===== src/rtl/spi_pkg.sv =====
// Shared frame layout, register map and FSM encoding for the SPI initiator.
package spi_pkg;

  localparam int unsigned SPI_FRAME_W = 16;
  localparam int unsigned SPI_ADDR_W  = 7;
  localparam int unsigned SPI_DATA_W  = 8;
  localparam int unsigned RW_BIT      = 15;
  localparam int unsigned BIT_CNT_W   = 4;

  // Register map of the SPI target this controller talks to
  localparam logic [SPI_ADDR_W-1:0] ADDR_EN_OUT_7_0  = 7'h00;
  localparam logic [SPI_ADDR_W-1:0] ADDR_EN_OUT_15_8 = 7'h01;
  localparam logic [SPI_ADDR_W-1:0] ADDR_EN_PWM_7_0  = 7'h02;
  localparam logic [SPI_ADDR_W-1:0] ADDR_EN_PWM_15_8 = 7'h03;
  localparam logic [SPI_ADDR_W-1:0] ADDR_PWM_DUTY    = 7'h04;

  // Frame as it goes on the wire, MSB first
  typedef struct packed {
    logic                  rw;
    logic [SPI_ADDR_W-1:0] addr;
    logic [SPI_DATA_W-1:0] data;
  } spi_frame_t;

  typedef enum logic [2:0] {
    ST_IDLE,
    ST_SETUP,
    ST_SHIFT,
    ST_HOLD,
    ST_GAP
  } spi_state_e;

endpackage


===== src/rtl/spi_sclk_gen.sv =====
// SCLK generator: CLK_DIV-cycle half periods, starts low, with end-of-phase strobes.
module spi_sclk_gen #(
  parameter int unsigned CLK_DIV = 4
) (
  input  logic clk,
  input  logic rst_n,
  input  logic en,
  output logic sclk,
  output logic rise_c,
  output logic fall_c
);

  localparam int unsigned DIV_W = (CLK_DIV > 1) ? $clog2(CLK_DIV) : 1;

  logic [DIV_W-1:0] half_cnt;
  logic             phase_end_c;

  // Strobes mark the last cycle of a phase; the level flips at the following edge
  assign phase_end_c = en && (half_cnt == DIV_W'(CLK_DIV - 1));
  assign rise_c      = phase_end_c && !sclk;
  assign fall_c      = phase_end_c && sclk;

  // Half-period counter and SCLK level; parked low while disabled
  always_ff @(posedge clk or negedge rst_n) begin
    if (!rst_n) begin
      half_cnt <= '0;
      sclk     <= 1'b0;
    end else if (!en) begin
      half_cnt <= '0;
      sclk     <= 1'b0;
    end else if (phase_end_c) begin
      half_cnt <= '0;
      sclk     <= !sclk;
    end else begin
      half_cnt <= half_cnt + DIV_W'(1);
    end
  end

endmodule


===== src/rtl/spi_controller.sv =====
// SPI mode-0 initiator sending one 16-bit {rw, addr, data} frame per request.
// Optional read-back of CIPO into rsp_rdata is enabled by defining SPI_CTRL_READ_EN.
module spi_controller
  import spi_pkg::*;
#(
  parameter int unsigned CLK_DIV  = 4,
  parameter int unsigned CS_SETUP = 2,
  parameter int unsigned CS_HOLD  = 2,
  parameter int unsigned IDLE_GAP = 2
) (
  input  logic                  clk,
  input  logic                  rst_n,
  input  logic                  req_valid,
  output logic                  req_ready,
  input  logic                  req_write,
  input  logic [SPI_ADDR_W-1:0] req_addr,
  input  logic [SPI_DATA_W-1:0] req_wdata,
  output logic                  busy,
  output logic                  done,
  output logic [SPI_DATA_W-1:0] rsp_rdata,
  output logic                  SCLK,
  output logic                  nCS,
  output logic                  COPI,
  input  logic                  CIPO
);

  // Reject configurations the target synchroniser or framing cannot handle
  if (CLK_DIV < 2) begin : g_bad_clk_div
    $error("spi_controller: CLK_DIV must be >= 2");
  end
  if (CS_SETUP < 1 || CS_HOLD < 1 || IDLE_GAP < 1) begin : g_bad_timing
    $error("spi_controller: CS_SETUP, CS_HOLD and IDLE_GAP must be >= 1");
  end

  localparam int unsigned WAIT_MAX_SH = (CS_SETUP > CS_HOLD) ? CS_SETUP : CS_HOLD;
  localparam int unsigned WAIT_MAX    = (WAIT_MAX_SH > IDLE_GAP) ? WAIT_MAX_SH : IDLE_GAP;
  localparam int unsigned WAIT_W      = (WAIT_MAX > 1) ? $clog2(WAIT_MAX) : 1;

  spi_state_e             state;
  logic [SPI_FRAME_W-1:0] shreg;
  logic [BIT_CNT_W-1:0]   bit_cnt;
  logic                   last_bit;
  logic [WAIT_W-1:0]      wait_cnt;
  logic                   sclk_en_c;
  logic                   rise_c;
  logic                   fall_c;
  logic                   frame_end_c;
  spi_frame_t             frame_c;

  assign sclk_en_c   = (state == ST_SHIFT);
  assign frame_end_c = (state == ST_HOLD) && (wait_cnt == '0);
  assign frame_c     = '{rw: req_write, addr: req_addr, data: req_wdata};

  spi_sclk_gen #(
    .CLK_DIV(CLK_DIV)
  ) u_sclk_gen (
    .clk   (clk),
    .rst_n (rst_n),
    .en    (sclk_en_c),
    .sclk  (SCLK),
    .rise_c(rise_c),
    .fall_c(fall_c)
  );

  // Frame sequencer: chip-select timing, bit shifting and handshake outputs
  always_ff @(posedge clk or negedge rst_n) begin
    if (!rst_n) begin
      state     <= ST_IDLE;
      shreg     <= '0;
      bit_cnt   <= '0;
      last_bit  <= 1'b0;
      wait_cnt  <= '0;
      nCS       <= 1'b1;
      COPI      <= 1'b0;
      req_ready <= 1'b1;
      busy      <= 1'b0;
      done      <= 1'b0;
    end else begin
      done <= 1'b0;
      case (state)
        ST_IDLE: begin
          if (req_valid) begin
            shreg     <= frame_c;
            COPI      <= frame_c.rw;
            nCS       <= 1'b0;
            busy      <= 1'b1;
            req_ready <= 1'b0;
            bit_cnt   <= '0;
            last_bit  <= 1'b0;
            wait_cnt  <= WAIT_W'(CS_SETUP - 1);
            state     <= ST_SETUP;
          end
        end
        ST_SETUP: begin
          if (wait_cnt == '0) state <= ST_SHIFT;
          else                wait_cnt <= wait_cnt - WAIT_W'(1);
        end
        ST_SHIFT: begin
          // Flag the 16th high phase so its falling edge ends the frame
          if (rise_c) last_bit <= (bit_cnt == BIT_CNT_W'(SPI_FRAME_W - 1));
          if (fall_c) begin
            if (last_bit) begin
              wait_cnt <= WAIT_W'(CS_HOLD - 1);
              state    <= ST_HOLD;
            end else begin
              shreg   <= {shreg[SPI_FRAME_W-2:0], 1'b0};
              COPI    <= shreg[SPI_FRAME_W-2];
              bit_cnt <= bit_cnt + BIT_CNT_W'(1);
            end
          end
        end
        ST_HOLD: begin
          if (frame_end_c) begin
            nCS      <= 1'b1;
            COPI     <= 1'b0;
            done     <= 1'b1;
            wait_cnt <= WAIT_W'(IDLE_GAP - 1);
            state    <= ST_GAP;
          end else begin
            wait_cnt <= wait_cnt - WAIT_W'(1);
          end
        end
        ST_GAP: begin
          if (wait_cnt == '0) begin
            busy      <= 1'b0;
            req_ready <= 1'b1;
            state     <= ST_IDLE;
          end else begin
            wait_cnt <= wait_cnt - WAIT_W'(1);
          end
        end
        default: state <= ST_IDLE;
      endcase
    end
  end

`ifdef SPI_CTRL_READ_EN
  logic                  is_read;
  logic [SPI_DATA_W-1:0] rx_sh;

  // Read-back: sample CIPO at the end of the high phase of the data bits
  always_ff @(posedge clk or negedge rst_n) begin
    if (!rst_n) begin
      is_read   <= 1'b0;
      rx_sh     <= '0;
      rsp_rdata <= '0;
    end else begin
      if (state == ST_IDLE && req_valid) is_read <= !req_write;
      if (sclk_en_c && fall_c && bit_cnt[BIT_CNT_W-1])
        rx_sh <= {rx_sh[SPI_DATA_W-2:0], CIPO};
      if (frame_end_c && is_read) rsp_rdata <= rx_sh;
    end
  end
`else
  logic unused_cipo;
  assign unused_cipo = CIPO;

  // Read-back disabled: response data stays zero
  always_ff @(posedge clk or negedge rst_n) begin
    if (!rst_n) rsp_rdata <= '0;
    else        rsp_rdata <= '0;
  end
`endif

endmodule


===== config.mk =====
export PLATFORM = sky130hd
export DESIGN_NAME = spi_controller
export DESIGN_NICKNAME = d
export VERILOG_FILES = /design/src/rtl/spi_pkg.sv /design/src/rtl/spi_sclk_gen.sv /design/src/rtl/spi_controller.sv
export SDC_FILE = /design/constraint.sdc
export NUM_CORES = 1
export LEC_CHECK = 0
export BUFFER_PORTS_ARGS = -buffer_cell sky130_fd_sc_hd__buf_2
export CORE_MARGIN = 2
export CORE_UTILIZATION = 49
export DETAILED_ROUTE_END_ITERATION = 6
export GPL_ROUTABILITY_DRIVEN = 0
export PLACE_DENSITY = 0.75
export SLEW_MARGIN = 0
export SYNTH_ARGS = -nofsm -noshare
export SYNTH_HDL_FRONTEND = slang
export SYNTH_HIERARCHICAL = 1
export SYNTH_SLANG_ARGS = --single-unit

===== constraint.sdc =====
create_clock -name clk -period 2.4 [get_ports clk]
set_input_delay 0.24 -clock clk [delete_from_list [all_inputs] [get_ports clk]]
set_output_delay 0.24 -clock clk [all_outputs]
set_load 0.005 [all_outputs]

==> results.toml <==
[status]
status = "complete, no violations"

[flow_run]
max-cap-violations = 0

[sta]
fmax_mhz = 496
finalSetupTns_ps = 0
finalCritPeriodShare = 0.840
rsz0062_at_grt = "no"
fin_skew_ps = 5.15
tightest_slew_ps = 704
min_period_ps = 2020
hold_violations = 0
slew_violations = 0
finalSetupViolCount = 0
slew-limit-headroom = 0.531

[worst_hold_path]
min_to = "shreg[0]"
min_from = "req_wdata[0]"
hp-class = "in -> reg"
whs_path_depth = 3

[finish]
stdcell_area_sq_mm = 0.00193
area_growth_pct = 12.8
drive_above_1_share = 0.459
final_common_cell = "dfrtp_1"
n_antenna_cell = 0
final_cell_mix = "dfrtp_1 (30), buf_2 (24), mux2_2 (23)"
fill_cells = 308
final_nets = 193

[setup_path]
crit_slowest_cell = "dfrtp_1"
slowest_delay_ps = 400
r2r-end = "shreg[2]"
worstPathRequired_ps = 2610
reg2reg_from = "state[0]"
critical_path_class = "reg -> reg"
path_cells = "nor3b_2, and3_2, nand3b_2, a211oi_4, buf_4, mux2_2"
arrival_ps = 2230
cp_max_fo = 17
start_kind = "flop"
reg2reg_slack_ps = 380
r2r_cells = 6
cp-end-kind = "flop"

[routing]
wirelength_um = 2700
drt_iter0_markers = 30
detail-route-antenna-nets = 0
drtPass1Iterations = 4
drc = 0
vias_per_cell = 4.95
wl_per_cell_um = 12.4
via_count = 1080

[power]
power_frac_comb = 0.450
p_int_mw = 1.48
p_clk_frac = 0.141
ir_worst_vdd_mv = 0.628
power_leakage_nw = 0.901
p_per_area_mw_per_mm2 = 1140
pwr-share-seq = 0.409
switching_power_mw = 0.732
swShare = 0.331

[yosys]
synth_cells = 141
ys_warn_count = 6
synthXorXnorAreaFrac = 0.0154
yosys.area.top_type = "dfrtp_1"
synth_top_family_by_area = "multiplexers"
synthMuxAreaShare = 0.229
synth_area_leaders = "dfrtp_1 (44%), mux2_2 (15%), mux2_4 (5.3%), buf_4 (3.9%), dfstp_2 (3.1%)"
synth_area_sq_mm = 0.00171
synth_enable_flop_cells = 0
ys.flop_type = "dfrtp_1"
synthSimpleGateAreaFrac = 0.120
synth-seq-area-share = 0.469
synth_area_per_cell_sq_um = 12.1
synth_compound_area_frac = 0.0724
synthAdderAreaFrac = 0.0146
synth.distinct_cells = 44
yosysTopAreaCellShare = 0.439
ys_async_sr_fraction = 1.00
ys_seq_elements = 32

[clocking]
post-cts-setup-buffers = 0
cts_made_buffers = 5
clock-sinks = 32
cts_tree = "yes"
cts_buffer_depth = 2
root_buffer = "clkbuf_4"
htree_levels = 2
cts.clk_slew.worst_paths_ps = 90
post_cts_resized = 0
clock_latency_ps = 320
hold_buffers = 1

[die]
die_height_um = 63.1
row_count = 21
core_area_sq_mm = 0.00334
io_pins = 34
die-area_sq_mm = 0.00398
start_util = 0.513
fp.dieW_um = 63.1

[place]
placed_area_sq_mm = 0.00186
place_hpwl_um = 1940
io_buffers = 24

[global_routing]
grt_pass1_wl_um = 4780
grt_pass1_vias = 1109
overflow = 0
antenna_found_initial = 0
grt_usage = 0.154
grt_max_degree = 33
==> worst max-delay path, delay by kind of cell, from the launching register on <==
kind / cells / cell delay, ps
compound gates: 1 / 250
simple gates: 3 / 600
mux: 1 / 370
buf+inv: 1 / 300
flops: 1 / 400
==> worst max path at each step <==
stage / start / endpoint / slack (ps) / cells past startpoint
global route: state[0] / shreg[4] / 280 / 6
CTS: state[0] / shreg[2] / 370 / 6
floorplan: state[2] / shreg[5] / 20 / 9
finish: state[0] / shreg[2] / 380 / 6
global placement: state[0] / shreg[1] / 430 / 6
detailed placement: state[0] / shreg[2] / 400 / 6
==> cells by family (layout without fill, tap and decap cells) <==
logic type      count (synthesis)  in the layout
compound gates                 15             15
xor+xnor                        3              3
fa+ha+maj                       2              2
buf+inv                        22             46
flops                          32             32
mux                            33             33
other cells                     1              8
simple gates                   33             33
==> sequential cells by signal (all words and copies together) (netlist names) <==
register             count
COPI                     1
bit_cnt                  4
busy                     1
done                     1
last_bit                 1
nCS                      1
req_ready                1
shreg                   15
state                    3
u_sclk_gen/half_cnt      2
u_sclk_gen/sclk          1
wait_cnt                 1
==> power groups by stage <==
| stage | Sequential (mW) | Combinational (mW) | Clock (mW) |
|---|---|---|---|
| 2_1_floorplan | 0.891 | 0.817 | 0 |
| 3_3_place_gp | 0.897 | 0.966 | 0 |
| 3_5_place_dp | 0.915 | 1.00 | 0 |
| 4_1_cts | 0.905 | 1.01 | 0.335 |
| 5_1_grt | 0.935 | 1.11 | 0.365 |
| 6_report | 0.903 | 0.995 | 0.311 |
==> Yosys cell counts, types with 4 or more instances <==
library cell and count:
buf_4 9, nor2_1 8, nand2_1 4, dfrtp_1 30
mux2_2 23, mux2_4 6, inv_1 7, nor2b_1 5
==> metrics by stage <==
| stage | hold slack, ps | setup WS (ps) | total power, mW | utilization | cells |
|---|---|---|---|---|---|
| detailed placement | 334 | 401 | 1.92 | 0.557 | 209 |
| global route | 127 | 280 | 2.41 | 0.579 | 218 |
| CTS | 120 | 373 | 2.25 | 0.579 | 218 |
| floorplan | -55.6 | 24.8 | 1.71 | - | 148 |
| finish | 130 | 384 | 2.21 | 0.579 | 218 |
| global placement | 312 | 432 | 1.86 | 0.557 | 209 |
==> layout make-up <==
| cell class | instances | area [sq um] | area share |
|---|---|---|---|
| repair buffers | 31 | 175 | 0.0907 |
| inverters | 7 | 26.3 | 0.0136 |
| clock buffers | 6 | 51.3 | 0.0266 |
| clock inverters | 2 | 10.0 | 0.00518 |
| multi-input cells | 94 | 807 | 0.418 |
| well taps | 46 | 57.6 | 0.0298 |
| flip-flops and latches | 32 | 803 | 0.416 |
==> metal layers <==
layer / up-vias / global-route usage / wire length (um)
met5: - / 0 / 0
met4: 0 / 0.0583 / 13
met3: 2 / 0.0554 / 148
met2: 26 / 0.253 / 1370
met1: 516 / 0.185 / 1170
li1: 536 / - / -
Note: power is estimated with default switching activity, not from simulation.
